===== src/rtl/fetch_sequencer.sv =====
`default_nettype none
// ============================================================================
// Module   : fetch_sequencer
// Purpose  : Fetch/issue FSM for the serial micro-coded CPU; paces the serial
//            memory exchange and computes the next PC / micro-PC.
// Revision : 1.0 - initial release
// ============================================================================
module fetch_sequencer #(
    parameter int PC_WIDTH    = 8,
    parameter int MPC_WIDTH   = 9,
    parameter int INST_WIDTH  = 32,
    parameter int MINST_WIDTH = 44,
    parameter int TIMEOUT     = 64
) (
    input  logic                 sys_clk,
    input  logic                 sys_reset,
    input  logic                 mem_rdy,
    input  logic [MPC_WIDTH-1:0] mpc_base,
    input  logic [PC_WIDTH-1:0]  pc,
    input  logic [MPC_WIDTH-1:0] m_pc,
    input  logic                 exec_done,
    input  logic                 exec_last,
    input  logic                 branch_taken,
    input  logic [PC_WIDTH-1:0]  branch_target,
    output logic [2:0]           cpu_state,
    output logic                 inst_shift_en,
    output logic                 minst_shift_en,
    output logic                 minst_valid,
    output logic                 load_pc_en,
    output logic [PC_WIDTH-1:0]  next_pc,
    output logic                 load_m_pc_en,
    output logic [MPC_WIDTH-1:0] next_m_pc,
    output logic                 fetch_err
);

    typedef enum logic [2:0] {
        SEND_PC    = 3'd0,
        WAIT_INST  = 3'd1,
        RECV_INST  = 3'd2,
        DECODE     = 3'd3,
        SEND_MPC   = 3'd4,
        WAIT_MINST = 3'd5,
        RECV_MINST = 3'd6,
        EXEC       = 3'd7
    } state_t;

    localparam int                  c_WAIT_W     = (TIMEOUT > 1) ? $clog2(TIMEOUT) : 1;
    localparam logic [5:0]          c_PC_LAST    = 6'(PC_WIDTH - 1);
    localparam logic [5:0]          c_MPC_LAST   = 6'(MPC_WIDTH - 1);
    localparam logic [5:0]          c_INST_LAST  = 6'(INST_WIDTH - 1);
    localparam logic [5:0]          c_MINST_LAST = 6'(MINST_WIDTH - 1);
    localparam logic [c_WAIT_W-1:0] c_WAIT_LAST  = c_WAIT_W'(TIMEOUT - 1);

    state_t              r_state;
    state_t              w_next_state;
    logic [5:0]          r_bit_cnt;
    logic [c_WAIT_W-1:0] r_wait_cnt;
    logic                r_fetch_err;
    logic                w_timeout;
    logic                w_bit_state;
    logic                w_wait_state;

    assign w_bit_state  = (r_state == SEND_PC) || (r_state == RECV_INST) ||
                          (r_state == SEND_MPC) || (r_state == RECV_MINST);
    assign w_wait_state = (r_state == WAIT_INST) || (r_state == WAIT_MINST);

    always_comb begin
        w_next_state = r_state;
        w_timeout    = 1'b0;
        load_pc_en   = 1'b0;
        next_pc      = '0;
        load_m_pc_en = 1'b0;
        next_m_pc    = '0;
        case (r_state)
            SEND_PC: begin
                if (r_bit_cnt == c_PC_LAST) w_next_state = WAIT_INST;
            end
            WAIT_INST: begin
                // A ready arriving on the last allowed wait cycle beats the timeout.
                if (mem_rdy) begin
                    w_next_state = RECV_INST;
                end else if (r_wait_cnt == c_WAIT_LAST) begin
                    w_timeout    = 1'b1;
                    w_next_state = SEND_PC;
                end
            end
            RECV_INST: begin
                if (r_bit_cnt == c_INST_LAST) w_next_state = DECODE;
            end
            DECODE: begin
                load_m_pc_en = 1'b1;
                next_m_pc    = mpc_base;
                w_next_state = SEND_MPC;
            end
            SEND_MPC: begin
                if (r_bit_cnt == c_MPC_LAST) w_next_state = WAIT_MINST;
            end
            WAIT_MINST: begin
                if (mem_rdy) begin
                    w_next_state = RECV_MINST;
                end else if (r_wait_cnt == c_WAIT_LAST) begin
                    w_timeout    = 1'b1;
                    w_next_state = SEND_MPC;
                end
            end
            RECV_MINST: begin
                if (r_bit_cnt == c_MINST_LAST) w_next_state = EXEC;
            end
            EXEC: begin
                if (exec_done) begin
                    if (exec_last) begin
                        load_pc_en   = 1'b1;
                        next_pc      = branch_taken ? branch_target : (pc + 1'b1);
                        w_next_state = SEND_PC;
                    end else begin
                        load_m_pc_en = 1'b1;
                        next_m_pc    = m_pc + 1'b1;
                        w_next_state = SEND_MPC;
                    end
                end
            end
            default: w_next_state = SEND_PC;
        endcase
    end

    always_ff @(posedge sys_clk) begin
        if (sys_reset) begin
            r_state     <= SEND_PC;
            r_bit_cnt   <= '0;
            r_wait_cnt  <= '0;
            r_fetch_err <= 1'b0;
        end else begin
            r_state <= w_next_state;
            // Both counters restart on every state change so each phase counts from 0.
            if (w_next_state != r_state) begin
                r_bit_cnt  <= '0;
                r_wait_cnt <= '0;
            end else begin
                if (w_bit_state)  r_bit_cnt  <= r_bit_cnt + 6'd1;
                if (w_wait_state) r_wait_cnt <= r_wait_cnt + 1'b1;
            end
            if (w_timeout) r_fetch_err <= 1'b1;
        end
    end

    assign cpu_state      = r_state;
    assign inst_shift_en  = (r_state == RECV_INST);
    assign minst_shift_en = (r_state == RECV_MINST);
    assign minst_valid    = (r_state == EXEC);
    assign fetch_err      = r_fetch_err;

endmodule
`default_nettype wire


===== config.mk =====
export PLATFORM = sky130hd
export DESIGN_NAME = fetch_sequencer
export DESIGN_NICKNAME = d
export VERILOG_FILES = /design/src/rtl/fetch_sequencer.sv
export SDC_FILE = /design/constraint.sdc
export NUM_CORES = 1
export LEC_CHECK = 0
export BUFFER_PORTS_ARGS = -buffer_cell sky130_fd_sc_hd__buf_2
export CAP_MARGIN = 25
export CORE_MARGIN = 1
export CORE_UTILIZATION = 45
export DETAILED_ROUTE_END_ITERATION = 7
export GPL_ROUTABILITY_DRIVEN = 0
export PLACE_DENSITY = 0.78
export SYNTH_ARGS = -nofsm -noshare
export SYNTH_HDL_FRONTEND = slang
export SYNTH_SLANG_ARGS = --single-unit

===== constraint.sdc =====
create_clock -name sys_clk -period 2.1 [get_ports sys_clk]
set_input_delay 0.42 -clock sys_clk [delete_from_list [all_inputs] [get_ports sys_clk]]
set_output_delay 0.42 -clock sys_clk [all_outputs]
set_load 0.02 [all_outputs]

=== Yosys cells after proc, flatten, opt, wreduce, memory -nomap -nowiden ===
Cells that the tools add are included.
Widths: inputs -> output; s select.

* RAM bits: 0
* Register bits after elaboration: 16
* Output and inout port bits: 26
* Input port bits: 40
* Bits in latches: 0
* Memory bits (read-only): 0
* Memories: 0

* Reduce and logical (&&, ||, !) cells: 7
* Add/sub/neg operators: 4
* Eq/ne operators: 13
* Order comparisons: 0
* Div/mod/pow operators: 0
* Multiply operators: 0
* Shifts and indexed selects: 0
* Bitwise operators: 0
* Multiplexer cells: 27

{| class="wikitable"
|+ Operators with widths
! kind !! number
|-
| $mux 8 || 4
|-
| $mux 3 || 10
|-
| $pmux 3 s8 || 1
|-
| $mux 9 || 2
|-
| $pmux 9 s2 || 1
|-
| $add 6x1->6 const B || 2
|-
| $eq 3x3->1 const B || 4
|-
| $eq 6x6->1 const B || 2
|-
| $add 9x1->9 const B || 1
|-
| $add 8x1->8 const B || 1
|-
| $mux 1 || 8
|-
| $eq 3x2->1 const B || 2
|-
| $eq 6x3->1 const B || 1
|-
| $eq 6x4->1 const B || 1
|-
| $eq 6x5->1 const B || 1
|-
| $logic_or 1x1->1 || 4
|-
| $reduce_or 2->1 || 2
|-
| $eq 3x1->1 const B || 1
|-
| $logic_not 3->1 || 1
|-
| $ne 3x3->1 || 1
|-
| $pmux 1 s2 || 1
|}

=== Logic depth before layout (Yosys ltp) ===
* Word-level depth: 6
* Gate-level depth with buffers: 6

=== Worst setup path after synthesis ===
OpenSTA, ideal clock, no wires.

* Path kind: register -> output
* Start: register r_state[0], in the netlist cpu_state[0]
* End: output next_m_pc[6]
* Cell stages (with the launch flop): 5
* Path slack: 0.093 ns
* Data arrival time: 1.587 ns
* Buffers on the path: 2
* Path through: dfxtp_1 > buf_2 > nand2_1 > clkbuf_1 > o32ai_1

* Longest elaborated chain between the ends: 2
* Elaborated cells between the ends (all ways): 3
* Classes of those cells: 2 x eq/ne; 1 x mux

{| class="wikitable"
|+ RTL lines
! element !! RTL line !! source
|-
| from (decl) || 54 || <nowiki>state_t r_state;</nowiki>
|-
| from (signal assigned) || 133 || <nowiki>r_state <= w_next_state;</nowiki>
|-
| $eq 3x3->1 or $eq 3x2->1 (tied branches) || 74 || <nowiki>case (r_state)</nowiki>
|-
| $pmux 9 s2 (*) || 74 ||
|-
| to (decl) || 32 || <nowiki>output logic [MPC_WIDTH-1:0] next_m_pc,</nowiki>
|}

Every way passes the cells marked *; elsewhere a longest branch is shown, timed or not.

=== Worst setup path after layout ===
* Start: register r_state[0], in the netlist cpu_state[0]
* End: output next_m_pc[5]

Same word-level chain as after synthesis.

==> results.py <==
metrics = {
    "pwr": {
        "irDropWorstVdd_mv": 0.252,
        "power.density_nw_per_um2": 354,
        "p_leak_nw": 0.853,
    },
    "hold_path": {
        "hp-class": "primary input to flip-flop",
    },
    "synth": {
        "syn_nets": 224,
        "synthFlopType": "dfxtp_1",
        "yosysMostFrequentCell": "nor2_1",
        "synth_cell_type_count": 49,
        "yosys_warnings": 0,
        "async_flop_share": 0,
        "syn_area_per_cell_um2": 7.92,
        "synth-xor-area-share": 0.117,
        "ys_ff_latch": 16,
        "netlist.area_leader.share": 0.226,
        "netlist.top_cell.by_area": "dfxtp_1",
        "yosysSeqAreaShare": 0.226,
        "syn-instance-count": 179,
        "netlist_area_um2": 1420,
        "synth_top_family_by_area": "simple AND/OR/NAND/NOR gates",
        "post_synth_fa_ha_maj_area_fraction": 0.0441,
        "synth_edf_count": 0,
        "synth_compound_area_frac": 0.220,
        "synth.area.mux_share": 0.0353,
        "synth.top_cells.by_count": "22 x nor2_1, 17 x a21oi_1, 16 x dfxtp_1",
        "synth-simple-area-share": 0.311,
        "synthTopCellsByArea": "dfxtp_1 23%, xor2_1 8.6%, a21oi_1 6.0%",
    },
    "setup_path": {
        "worst_path_max_delay_cell": "dfxtp_1",
        "worstSetupPathDepth": 5,
        "start_kind": "flip-flop",
        "critPathBufInv": 1,
        "critPathLaunch": "cpu_state[0]",
        "worstPathArrival_ns": 1.55,
        "path_cells": "and3_2, and3b_2, o21ai_1, a21oi_1, buf_2",
        "worstSetupEndpointType": "output port",
        "critPathKind": "flip-flop to output port",
        "required_ns": 1.68,
        "r2r-end": "cpu_state[0]",
        "slowest_delay_ns": 0.35,
        "crit_fanout": 5,
        "cp-endpoint": "next_m_pc[5]",
        "cp_top_family": "simple AND/OR/NAND/NOR gates",
        "reg2reg_depth": 5,
        "reg2reg_slack_ns": 0.44,
        "crit-reg2reg-launch": "r_bit_cnt[0]",
    },
    "sta": {
        "hold_viol_final": 0,
        "fmax_mhz": 507,
        "whs_ns": 0.406,
        "report.final.slew_viol_count": 0,
        "min_period_over_period": 0.939,
        "rsz0062_at_grt": "no",
        "finalCriticalPeriod_ns": 1.97,
        "setup_violations": 0,
        "tightestPinTransition_ns": 0.400,
        "slew_headroom": 0.734,
        "setup_tns_ns": 0,
        "finalClockSkew_ns": 0.00562,
    },
    "layout": {
        "syn_to_final_growth_pct": 29.4,
        "regArea_um2": 320,
        "insertedDiodeCount": 0,
        "drive_gt1_frac": 0.354,
        "multi_input_area_um2": 1040,
        "fillCellCount": 297,
        "final_nets": 292,
        "fin_cells": 290,
    },
    "placed_design": {
        "io_buffers": 65,
        "dp_cells": 286,
        "dp_hpwl_um": 2790,
    },
    "clock_network": {
        "cts.sinks": 16,
        "cts_made_buffers": 3,
        "clock_latency_ns": 0.29,
        "cts_tree": "built",
        "clk_pin_slew_worst_paths_ns": 0.09,
        "h-tree-depth": 1,
        "cts_root_buf": "clkbuf_4",
        "cts_max_path_buffers": 2,
    },
    "floorplanning": {
        "top_level_ports": 66,
        "die-area_um2": 3380,
        "die_h_um": 58.1,
        "die_width_um": 58.1,
        "start_util": 0.468,
        "core_um2": 3030,
        "rows": 20,
    },
    "drt": {
        "wl_per_cell_um": 12.0,
        "ant_nets": 0,
        "vias": 1580,
        "vias_per_cell": 5.45,
        "totalWireLength_um": 3480,
        "first_pass_iters": 4,
        "post-route-drc-count": 0,
        "first_iter_violations": 56,
    },
    "grt": {
        "grt-ovfl-total": 0,
        "grt_use_total": 0.221,
        "grt_first_pass_wirelength_um": 5960,
        "grt_pass1_vias": 1435,
        "antenna_found_initial": 0,
        "grt_max_degree": 15,
    },
    "job": {
        "cap_violations": 0,
    },
    "outcome": {
        "status": "finished clean",
    },
}
## flip-flops by register name, indices dropped and copies added (netlist names)
| signal | cells |
|---|---|
| r_bit_cnt | 6 |
| r_wait_cnt | 6 |
| cpu_state | 3 |
| fetch_err | 1 |
## cell type report
cell class,count,share of cell area
multi-input combinational,149,0.568
timing repair buffer,68,0.190
sequential,16,0.175
tap,44,0.0300
clock buffer,4,0.0198
inverter,9,0.0184
## power breakdown
group	switching (mW)	internal, mW	total [mW]
Sequential	0.00689	0.309	0.315
Combinational	0.0659	0.0643	0.130
Clock	0.0985	0.106	0.204
## cell families after synthesis
family                     count (synthesis)
DFF                                       16
and+or+nand+nor                           78
xor gates and xnor gates                  19
buffers and inverters                     14
muxes                                      5
AOI/OAI and AO/OA                         42
adders and majority gates                  5
## cells in the final DEF, fill, tap and decap left out, types with 5 or more instances in the layout
master,n
xnor2_1,5
nor2_1,22
nand2_1,11
nand3_1,9
ha_1,5
inv_1,7
xor2_1,14
buf_2,65
mux2i_1,5
a21oi_1,17
nand4_1,8
and3_1,7
dfxtp_1,16
## layer usage
metal	share of wire	track usage	vias to the layer above
met3	0.062	0.0513	2
met4	0.0055	0.0408	0
li1	-	-	784
met2	0.49	0.406	57
met5	0	0	-
met1	0.44	0.262	737
## stage by stage
step,power [mW],setup WS (ns),instance area (µm²),utilization
global route,0.687,0.0141,1830,0.606
CTS,0.657,0.0114,1820,0.602
floorplan,0.387,0.0931,1420,-
global placement,0.449,0.128,1790,0.590
finish,0.650,0.128,1830,0.606
detailed placement,0.452,0.123,1790,0.590
## repair_timing
action / in CTS / in global routing
setup endpoints to repair: 0 / 14
setup buffers: 0 / 0
endpoints found under the hold margin: 0 / 0
hold buffers: 0 / 0
gates resized for setup: 0 / 4
## how the worst min path moves through the flow
stage,startpoint,endpoint,depth (start not counted)
floorplan,r_bit_cnt[2],r_bit_cnt[2],2
global placement,fetch_err,fetch_err,2
detailed placement,fetch_err,fetch_err,2
CTS,sys_reset,cpu_state[0],2
global route,sys_reset,cpu_state[0],2
finish,sys_reset,cpu_state[0],2
(Power assumes the default switching activity.)
